File: src/rtl/mem_arbiter_pkg.sv
// Shared definitions for the fetch/data memory arbiter: memory command
// encodings, tag geometry, requester identities and the store classifier.
package mem_arbiter_pkg;

   localparam int TAG_W    = 4;
   localparam int NUM_TAGS = 16;

   localparam logic [3:0] MEM_NONE = 4'd0;
   localparam logic [3:0] MEM_LB   = 4'd1;
   localparam logic [3:0] MEM_LH   = 4'd2;
   localparam logic [3:0] MEM_LW   = 4'd3;
   localparam logic [3:0] MEM_LBU  = 4'd4;
   localparam logic [3:0] MEM_LHU  = 4'd5;
   localparam logic [3:0] MEM_SB   = 4'd6;
   localparam logic [3:0] MEM_SH   = 4'd7;
   localparam logic [3:0] MEM_SW   = 4'd8;

   localparam logic OWN_IF = 1'b0;
   localparam logic OWN_DM = 1'b1;

   typedef enum logic [1:0] {
      SEL_NONE = 2'd0,
      SEL_IF   = 2'd1,
      SEL_DM   = 2'd2
   } sel_e;

   function automatic logic mem_is_store(input logic [3:0] cmd);
      return (cmd == MEM_SB) || (cmd == MEM_SH) || (cmd == MEM_SW);
   endfunction

endpackage

File: src/rtl/mem_tag_table.sv
// Outstanding-load bookkeeping: per-tag valid/owner, owner lookup for the
// completing tag, and per-requester outstanding counters.
module mem_tag_table
   import mem_arbiter_pkg::*;
(
   input  logic             clk,
   input  logic             rst,
   input  logic             alloc_en,
   input  logic [TAG_W-1:0] alloc_tag,
   input  logic             alloc_owner,
   input  logic [TAG_W-1:0] cpl_tag,
   output logic             cpl_hit,
   output logic             cpl_owner,
   output logic [3:0]       if_out,
   output logic [3:0]       dm_out
);

   logic [NUM_TAGS-1:0] valid;
   logic [NUM_TAGS-1:0] owner;
   logic                if_inc, if_dec, dm_inc, dm_dec;

   // Tag 0 is never allocated, so valid[0] stays clear and tag 0 never hits.
   assign cpl_hit   = (cpl_tag != '0) && valid[cpl_tag];
   assign cpl_owner = owner[cpl_tag];

   assign if_inc = alloc_en && (alloc_owner == OWN_IF);
   assign dm_inc = alloc_en && (alloc_owner == OWN_DM);
   assign if_dec = cpl_hit && (cpl_owner == OWN_IF);
   assign dm_dec = cpl_hit && (cpl_owner == OWN_DM);

   // Free before allocate so a tag completing and re-issued in one cycle stays valid.
   always_ff @(posedge clk) begin
      if (!rst) begin
         valid  <= '0;
         if_out <= '0;
         dm_out <= '0;
      end else begin
         if (cpl_hit)
            valid[cpl_tag] <= 1'b0;
         if (alloc_en)
            valid[alloc_tag] <= 1'b1;
         if_out <= if_out + {3'b000, if_inc} - {3'b000, if_dec};
         dm_out <= dm_out + {3'b000, dm_inc} - {3'b000, dm_dec};
      end
   end

   always_ff @(posedge clk) begin
      if (alloc_en)
         owner[alloc_tag] <= alloc_owner;
   end

endmodule

File: src/rtl/mem_arbiter.sv
// Shares one tagged single-ported memory between instruction fetch and the
// data port: fixed data priority with a fetch starvation guard, tag routing.
module mem_arbiter
   import mem_arbiter_pkg::*;
#(
   parameter int MAX_STARVE = 4,
   parameter int MAX_OUT    = 8
) (
   input  logic        clk,
   input  logic        rst,
   input  logic        if_req,
   input  logic [31:0] if_addr,
   output logic        if_grant,
   output logic        if_rvalid,
   output logic [31:0] if_rdata,
   input  logic [3:0]  dm_cmd,
   input  logic [31:0] dm_addr,
   input  logic [31:0] dm_wdata,
   output logic        dm_grant,
   output logic        dm_rvalid,
   output logic [31:0] dm_rdata,
   output logic [3:0]  proc2mem_command,
   output logic [31:0] proc2mem_addr,
   output logic [31:0] proc2mem_data,
   input  logic [3:0]  mem2proc_response,
   input  logic [31:0] mem2proc_data,
   input  logic [3:0]  mem2proc_tag,
   output logic        tag_err
);

   localparam int            SC_W         = (MAX_STARVE < 1) ? 1 : $clog2(MAX_STARVE + 1);
   localparam logic [SC_W-1:0] STARVE_LIMIT = SC_W'(MAX_STARVE);
   localparam logic [3:0]    OUT_LIMIT    = 4'(MAX_OUT);

   sel_e            sel;
   logic            data_ok, if_ok, dm_store;
   logic            alloc_en, alloc_owner;
   logic            cpl_hit, cpl_owner;
   logic [3:0]      cpl_tag;
   logic [3:0]      if_out, dm_out;
   logic [SC_W-1:0] starve_cnt;

   mem_tag_table u_tags (
      .clk         (clk),
      .rst         (rst),
      .alloc_en    (alloc_en),
      .alloc_tag   (mem2proc_response),
      .alloc_owner (alloc_owner),
      .cpl_tag     (cpl_tag),
      .cpl_hit     (cpl_hit),
      .cpl_owner   (cpl_owner),
      .if_out      (if_out),
      .dm_out      (dm_out)
   );

   always_comb begin
      dm_store = mem_is_store(dm_cmd);
      data_ok  = (dm_cmd != MEM_NONE) && (dm_store || (dm_out < OUT_LIMIT));
      if_ok    = if_req && (if_out < OUT_LIMIT);

      sel = SEL_NONE;
      if (rst) begin
         if (data_ok && !((starve_cnt == STARVE_LIMIT) && if_ok))
            sel = SEL_DM;
         else if (if_ok)
            sel = SEL_IF;
      end

      proc2mem_command = MEM_NONE;
      proc2mem_addr    = '0;
      proc2mem_data    = '0;
      case (sel)
         SEL_IF: begin
            proc2mem_command = MEM_LW;
            proc2mem_addr    = if_addr;
         end
         SEL_DM: begin
            proc2mem_command = dm_cmd;
            proc2mem_addr    = dm_addr;
            proc2mem_data    = dm_wdata;
         end
         default: ;
      endcase

      if_grant    = (sel == SEL_IF) && (mem2proc_response != '0);
      dm_grant    = (sel == SEL_DM) && (mem2proc_response != '0);
      alloc_en    = if_grant || (dm_grant && !dm_store);
      alloc_owner = dm_grant ? OWN_DM : OWN_IF;

      // Completions are ignored while reset is held.
      cpl_tag   = rst ? mem2proc_tag : '0;
      if_rvalid = cpl_hit && (cpl_owner == OWN_IF);
      dm_rvalid = cpl_hit && (cpl_owner == OWN_DM);
      if_rdata  = if_rvalid ? mem2proc_data : '0;
      dm_rdata  = dm_rvalid ? mem2proc_data : '0;
   end

   always_ff @(posedge clk) begin
      if (!rst)
         starve_cnt <= '0;
      else if (if_grant || !if_req)
         starve_cnt <= '0;
      else if (if_ok && (starve_cnt != STARVE_LIMIT))
         starve_cnt <= starve_cnt + SC_W'(1);
   end

   always_ff @(posedge clk) begin
      if (!rst)
         tag_err <= 1'b0;
      else if ((mem2proc_tag != '0) && !cpl_hit)
         tag_err <= 1'b1;
   end

endmodule

File: config.mk
export PLATFORM = sky130hd
export DESIGN_NAME = mem_arbiter
export DESIGN_NICKNAME = d
export VERILOG_FILES = /design/src/rtl/mem_arbiter_pkg.sv /design/src/rtl/mem_tag_table.sv /design/src/rtl/mem_arbiter.sv
export SDC_FILE = /design/constraint.sdc
export NUM_CORES = 1
export LEC_CHECK = 0
export CAP_MARGIN = 5
export CORE_AREA = 2 2 110 112
export DETAILED_ROUTE_END_ITERATION = 6
export DIE_AREA = 0 0 112 114
export HOLD_SLACK_MARGIN = 0.12
export PLACE_DENSITY_LB_ADDON = 0.2
export SKIP_LAST_GASP = 1
export SLEW_MARGIN = 10
export SYNTH_ARGS = -nofsm -noshare
export SYNTH_HDL_FRONTEND = slang
export SYNTH_SLANG_ARGS = --single-unit
File: constraint.sdc
create_clock -name clk -period 3.7 [get_ports clk]
set_input_delay 0.555 -clock clk [delete_from_list [all_inputs] [get_ports clk]]
set_output_delay 0.555 -clock clk [all_outputs]
set_load 0.05 [all_outputs]
==> results_dict.tcl, run 1 <==
set metrics [dict create \
    final-hold-violation-count 0 \
    max-clock-path-buffers 2 \
    synth_enable_flop_cells 16 \
    fmax_mhz 275 \
    design.final.nets 855 \
    criticalPathCategory "in -> out" \
    worst_slew_pin_slew_ps 502 \
    setup-violations-final 0 \
    overflow 0 \
    worst_r2r_path_depth 12 \
    clock_tree.htree_level_count 2 \
    vdd_drop_max_v 0.000191 \
    timing.critical_path.required_ps 3140 \
    number_of_antenna_violations_at_the_first_check_in_global_routing 0 \
    finalMaxSlewViolations 0 \
    synth_fp_nets 565 \
    synth-seq-area-share_pct 28.3 \
    drive_gt1_share_pct 33.5 \
    start_util_pct 30.8 \
    via_density_per_instance 5.47 \
    worstSetupEndpointType "primary output" \
    port-buffer-count 279 \
    multiInputGateArea_um2 2450 \
    timing.hold.worst.class "reg -> reg" \
    hold_buffers 0 \
    relative_slew_slack_pct 66.4 \
    clkSlewWorstSetupHoldPaths_ps 60 \
    gp_congestion 0.880 \
    timing.final.ws_setup_ps 67.4 \
    critical_path.startpoint "mem2proc_tag[0]" \
    skew_ps 4.95 \
    antennaDiodeCount 0 \
    groute.usage.overall_pct 25.5 \
    syn-instance-count 408 \
    clock_tree_from_tritoncts "done" \
    tritoncts_buffer_count 5 \
    synth.cell_area_um2 3610 \
    routedWlPerCell_um 20.6 \
    floorplan.core_area_um2 11700 \
    die_span_y_um 114 \
    p_per_area_nw_per_um2 311 \
    vias 4624 \
    drv_cap 0 \
    ys_async_sr_fraction_pct 0 \
    synth_seq_cells 43 \
    synthDominantCellAreaShare_pct 15.0 \
    cell_accounting_for_the_most_synthesized_area "sky130_fd_sc_hd__dfxtp_1" \
    hp-start "tag_err" \
    synth_area_leaders "sky130_fd_sc_hd__dfxtp_1 (15%), sky130_fd_sc_hd__edfxtp_1 (13%), sky130_fd_sc_hd__and4b_1 (8.9%)" \
    synth.lib_cells_used.distinct 58 \
    start_kind "primary input" \
    placement_rows 40 \
    grt_setup_unrepaired "false" \
    fin_crit_ps 3630 \
    first_pass_iters 6 \
    largest_net_degree_at_the_start_of_global_routing 65 \
    drc_errors 0 \
    cts_num_sinks 43 \
    final_core_utilization_pct 72.8 \
    ctsRootBufferMaster "sky130_fd_sc_hd__clkbuf_16" \
    synth_commonest_cells "sky130_fd_sc_hd__and2_1 (39), sky130_fd_sc_hd__nor2_1 (35), sky130_fd_sc_hd__and3_1 (33), sky130_fd_sc_hd__a22o_1 (32), sky130_fd_sc_hd__and4b_1 (32)" \
    ios 280 \
    timing.rr.start "u_tags.owner[8]" \
    seqCellArea_um2 1020 \
    totalWireLength_mm 17.5 \
    yosysWarnings 0 \
    outcome "completed" \
    grt_pass1_vias 4667 \
    final.period_utilization_pct 98.2 \
    syn-mean-instance-area_um2 8.85 \
    grt_first_pass_wirelength_mm 25.7 \
    hold-path-cell-count 2 \
    die-area_um2 12800 \
    place_hpwl_mm 13.4 \
    number_of_nets_with_antenna_violations_after_routing 0 \
    clk-insertion-delay-late_ps 280 \
    total_leakage_power_nw 3.64 \
    area_delta_synth_final_pct 136 \
    fillCellCount 786 \
    yosys_most_used_dff "sky130_fd_sc_hd__dfxtp_1" \
    dr.first_iter.drc_count 490 \
    fp.dieW_um 112 \
    power.total_mw 2.65 \
    maximum_fanout_along_the_worst_path 32 \
    post-synth-top-count-cell "sky130_fd_sc_hd__and2_1" \
    critPathArrivalTime_ps 3080 \
    place_worst_setup_slack_ps -137 \
]
## through the flow
step	std cells	area [µm²]	hold slack (ps)	TNS, ps
after floorplan	408	3620	453	0
after global placement	830	8070	459	-3.28
after detailed placement	830	8070	464	-3300
after CTS	846	8480	473	-3.98
after global routing	846	8520	492	0
final	846	8520	475	0
## final timing paths
path	end	slack, ps
max	if_rdata[23]	70
min	tag_err	480
min reg2reg	tag_err	480
max reg2reg	u_tags.if_out[3]	740
## area by class of cell
type / count / area share (%)
clock buffer: 7 / 1.56
clock inverter: 1 / 0.0587
inverter: 23 / 1.01
multi-input combinational: 307 / 28.8
sequential: 43 / 12.0
tap: 147 / 2.16
timing repair buffer: 318 / 54.5
## per-layer routing
metal	part of all wire (%)	track usage (%)
met1	36	27.7
met2	52	49.0
met3	9.1	6.70
met4	2.5	6.91
met5	0	0
## report_power, final
part           internal, mW  total, mW  switching, mW
registers             0.535      0.561         0.0256
logic                 0.808       1.67          0.865
clock network         0.249      0.413          0.164
total                  1.59       2.65           1.05
## kinds of logic (layout without fill, tap and decap cells)
family / count (synthesis) / after routing / synth area share (%)
mux: 8 / 8 / 3.15
xor+xnor: 8 / 8 / 1.94
fa+ha+maj: 14 / 14 / 5.27
buf+inv: 58 / 349 / 7.83
simple gates: 180 / 180 / 31.5
compound gates: 96 / 96 / 21.9
flops: 43 / 43 / 28.3
other cells: 1 / 1 / 0.104
## what timing repair did
action / CTS / global route
endpoints found under the setup margin: 38 / 37
resized for setup: 19 / 10
gates cloned: 4 / 0
pin swaps: 12 / 1
setup buffers: 4 / 0
## registers in the layout, indices dropped and copies added, names as in the netlist
register / flops
u_tags.owner: 16
u_tags.valid: 15
starve_cnt: 3
tag_err: 1
u_tags.dm_out: 4
u_tags.if_out: 4
## critical path, stage by stage
cell and delay, ps:
sky130_fd_sc_hd__clkdlybuf4s50_1 540, sky130_fd_sc_hd__mux4_2 520, sky130_fd_sc_hd__a211oi_1 340, sky130_fd_sc_hd__a211oi_2 130
sky130_fd_sc_hd__a211oi_4 250, sky130_fd_sc_hd__buf_4 310, sky130_fd_sc_hd__and3_1 270, sky130_fd_sc_hd__buf_12 150
## cell usage in the layout, fill, tap and decap left out, types with 3 or more instances in the layout
cell	count
sky130_fd_sc_hd__edfxtp_1	16
sky130_fd_sc_hd__ha_1	10
sky130_fd_sc_hd__o21ai_0	17
sky130_fd_sc_hd__a31oi_1	3
sky130_fd_sc_hd__and2_1	38
sky130_fd_sc_hd__buf_4	27
sky130_fd_sc_hd__xor2_1	5
sky130_fd_sc_hd__and4b_1	32
sky130_fd_sc_hd__nand3b_1	4
sky130_fd_sc_hd__o221a_2	15
sky130_fd_sc_hd__buf_16	3
sky130_fd_sc_hd__a21oi_1	5
sky130_fd_sc_hd__a22o_1	23
sky130_fd_sc_hd__a21o_1	4
sky130_fd_sc_hd__a22o_4	9
sky130_fd_sc_hd__clkdlybuf4s50_1	139
sky130_fd_sc_hd__inv_1	21
sky130_fd_sc_hd__buf_12	144
sky130_fd_sc_hd__nor2_1	35
sky130_fd_sc_hd__nand3_1	10
sky130_fd_sc_hd__dfxtp_1	27
sky130_fd_sc_hd__nand2_1	13
sky130_fd_sc_hd__xnor2_1	3
sky130_fd_sc_hd__dlymetal6s2s_1	4
sky130_fd_sc_hd__clkbuf_16	5
sky130_fd_sc_hd__and3_1	32
(Power assumes the default switching activity.)
==> run 2: changes to the inputs <==
REMOVE_ABC_BUFFERS = 1   (was default)
==> run 2 against run 1 <==
  * Sequential power is essentially flat
  * Clock power grew 41%
  * Die area is the same
  * Highest routed layer unchanged
==> results_dict.tcl, run 2 (synthesized netlist as in run 1, its figures left out) <==
set metrics [dict create \
    final-hold-violation-count 0 \
    fp.dieW_um 112 \
    number_of_nets_with_antenna_violations_after_routing 0 \
    place_worst_setup_slack_ps -73.6 \
    grt_pass1_vias 4380 \
    groute.usage.overall_pct 24.9 \
    worstSetupEndpointType "primary output" \
    finalMaxSlewViolations 0 \
    worst_slew_pin_slew_ps 526 \
    grt_first_pass_wirelength_mm 25.5 \
    vdd_drop_max_v 0.000280 \
    start_kind "primary input" \
    place_hpwl_mm 13.3 \
    hold_buffers 0 \
    outcome "completed" \
    via_density_per_instance 5.25 \
    mostFrequentLayoutCell "sky130_fd_sc_hd__clkdlybuf4s50_1" \
    comb_power_share_pct 59.0 \
    final.period_utilization_pct 98.9 \
    total_leakage_power_nw 3.64 \
    hold-path-cell-count 2 \
    worst_r2r_path_depth 12 \
    cts_num_sinks 43 \
    max-clock-path-buffers 2 \
    ctsRootBufferMaster "sky130_fd_sc_hd__clkbuf_16" \
    overflow 0 \
    seqCellArea_um2 1020 \
    design.final.nets 857 \
    routedWlPerCell_um 20.2 \
    clk-insertion-delay-late_ps 290 \
    timing.hold.worst.class "reg -> reg" \
    clock_tree.htree_level_count 2 \
    criticalPathCategory "in -> out" \
    number_of_antenna_violations_at_the_first_check_in_global_routing 0 \
    totalWireLength_mm 17.2 \
    dpl_cell_area_um2 8070 \
    mostFrequentLayoutCells "sky130_fd_sc_hd__clkdlybuf4s50_1 (143), sky130_fd_sc_hd__buf_12 (139), sky130_fd_sc_hd__and2_1 (39)" \
    placement_rows 40 \
    p_per_area_nw_per_um2 326 \
    antennaDiodeCount 0 \
    p_seq_share_pct 20.1 \
    gp_congestion 0.902 \
    drv_cap 0 \
    clkSlewWorstSetupHoldPaths_ps 60 \
    tritoncts_buffer_count 5 \
    switching_share_pct 37.8 \
    pwr-share-clk_pct 20.9 \
    floorplan.core_area_um2 11700 \
    power.switching_mw 1.05 \
    area_delta_synth_final_pct 136 \
    critPathArrivalTime_ps 3100 \
    biggest_register "u_tags.owner" \
    setup-violations-final 0 \
    die_span_y_um 114 \
    vias 4450 \
    start_util_pct 30.8 \
    stdcell_area_um2 8530 \
    clock_tree_from_tritoncts "done" \
    largest_register_ffs 16 \
    dr.first_iter.drc_count 249 \
    reg_top3 "u_tags.owner: 16 flops, u_tags.valid: 15 flops" \
    first_pass_iters 4 \
    multiInputGateArea_um2 2480 \
    die-area_um2 12800 \
    fmax_mhz 273 \
    setup_tns_ps 0 \
    ios 280 \
    timing.final.ws_setup_ps 40.8 \
    fin_crit_ps 3660 \
    drive_gt1_share_pct 34.2 \
    skew_ps 6.75 \
    relative_slew_slack_pct 64.9 \
    drc_errors 0 \
    power.total_mw 2.78 \
    maximum_fanout_along_the_worst_path 8 \
    fillCellCount 794 \
    port-buffer-count 279 \
    timing.critical_path.required_ps 3140 \
    p_int_mw 1.73 \
    largest_net_degree_at_the_start_of_global_routing 65 \
]
-- run 2: repair_timing --
item / in CTS / in global routing
gates resized for setup: 18 / 9
setup buffers: 2 / 0
pin swaps: 24 / 2
cloned: 2 / 1
endpoints found under the setup margin: 36 / 50
-- run 2: worst max-delay path: stages --
cell and delay, ps:
sky130_fd_sc_hd__clkdlybuf4s50_1 440, sky130_fd_sc_hd__or4b_4 560, sky130_fd_sc_hd__o21ai_2 80, sky130_fd_sc_hd__a21oi_2 60, sky130_fd_sc_hd__nand2b_4 160, sky130_fd_sc_hd__and3_1 200
sky130_fd_sc_hd__ha_2 200, sky130_fd_sc_hd__nor2b_4 130, sky130_fd_sc_hd__buf_4 150, sky130_fd_sc_hd__clkbuf_16 170, sky130_fd_sc_hd__a22o_4 270, sky130_fd_sc_hd__buf_12 140
-- run 2: final cells by class --
type	count	share of cell area [%]
repair buffers	320	53.5
clock buffers	5	1.47
multi-input cells	307	29.1
well taps	147	2.16
inverters	23	1.01
clock inverters	3	0.836
flip-flops and latches	43	12.0
-- run 2: per-layer routing --
metal	global-route usage [%]	up-vias	share of wire, %
met1	30.6	2118	39
met4	6.10	0	2.6
met3	3.56	40	5.5
met5	0	-	0
li1	-	2106	-
met2	46.2	186	53
-- run 2: power groups by stage --
stage	registers [mW]	logic [mW]	clock network [mW]
3_5_place_dp	0.569	1.57	0
6_report	0.560	1.64	0.583
5_1_grt	0.563	1.71	0.608
2_1_floorplan	0.566	0.739	0
3_3_place_gp	0.566	1.53	0
4_1_cts	0.559	1.62	0.593
-- run 2: path summary, 6_finish.rpt --
check,from,end,slack [ps]
setup reg to reg,u_tags.owner[8],u_tags.if_out[2],700
hold / removal,tag_err,tag_err,480
setup / recovery,dm_cmd[0],proc2mem_addr[8],40
hold reg to reg,tag_err,tag_err,480
-- run 2: through the flow --
step	cells	hold WS [ps]	util (%)
after floorplan	373	453	-
after global placement	835	458	68.9
after detailed placement	835	469	68.9
after CTS	847	481	72.1
after global routing	848	507	72.9
final	848	481	72.9
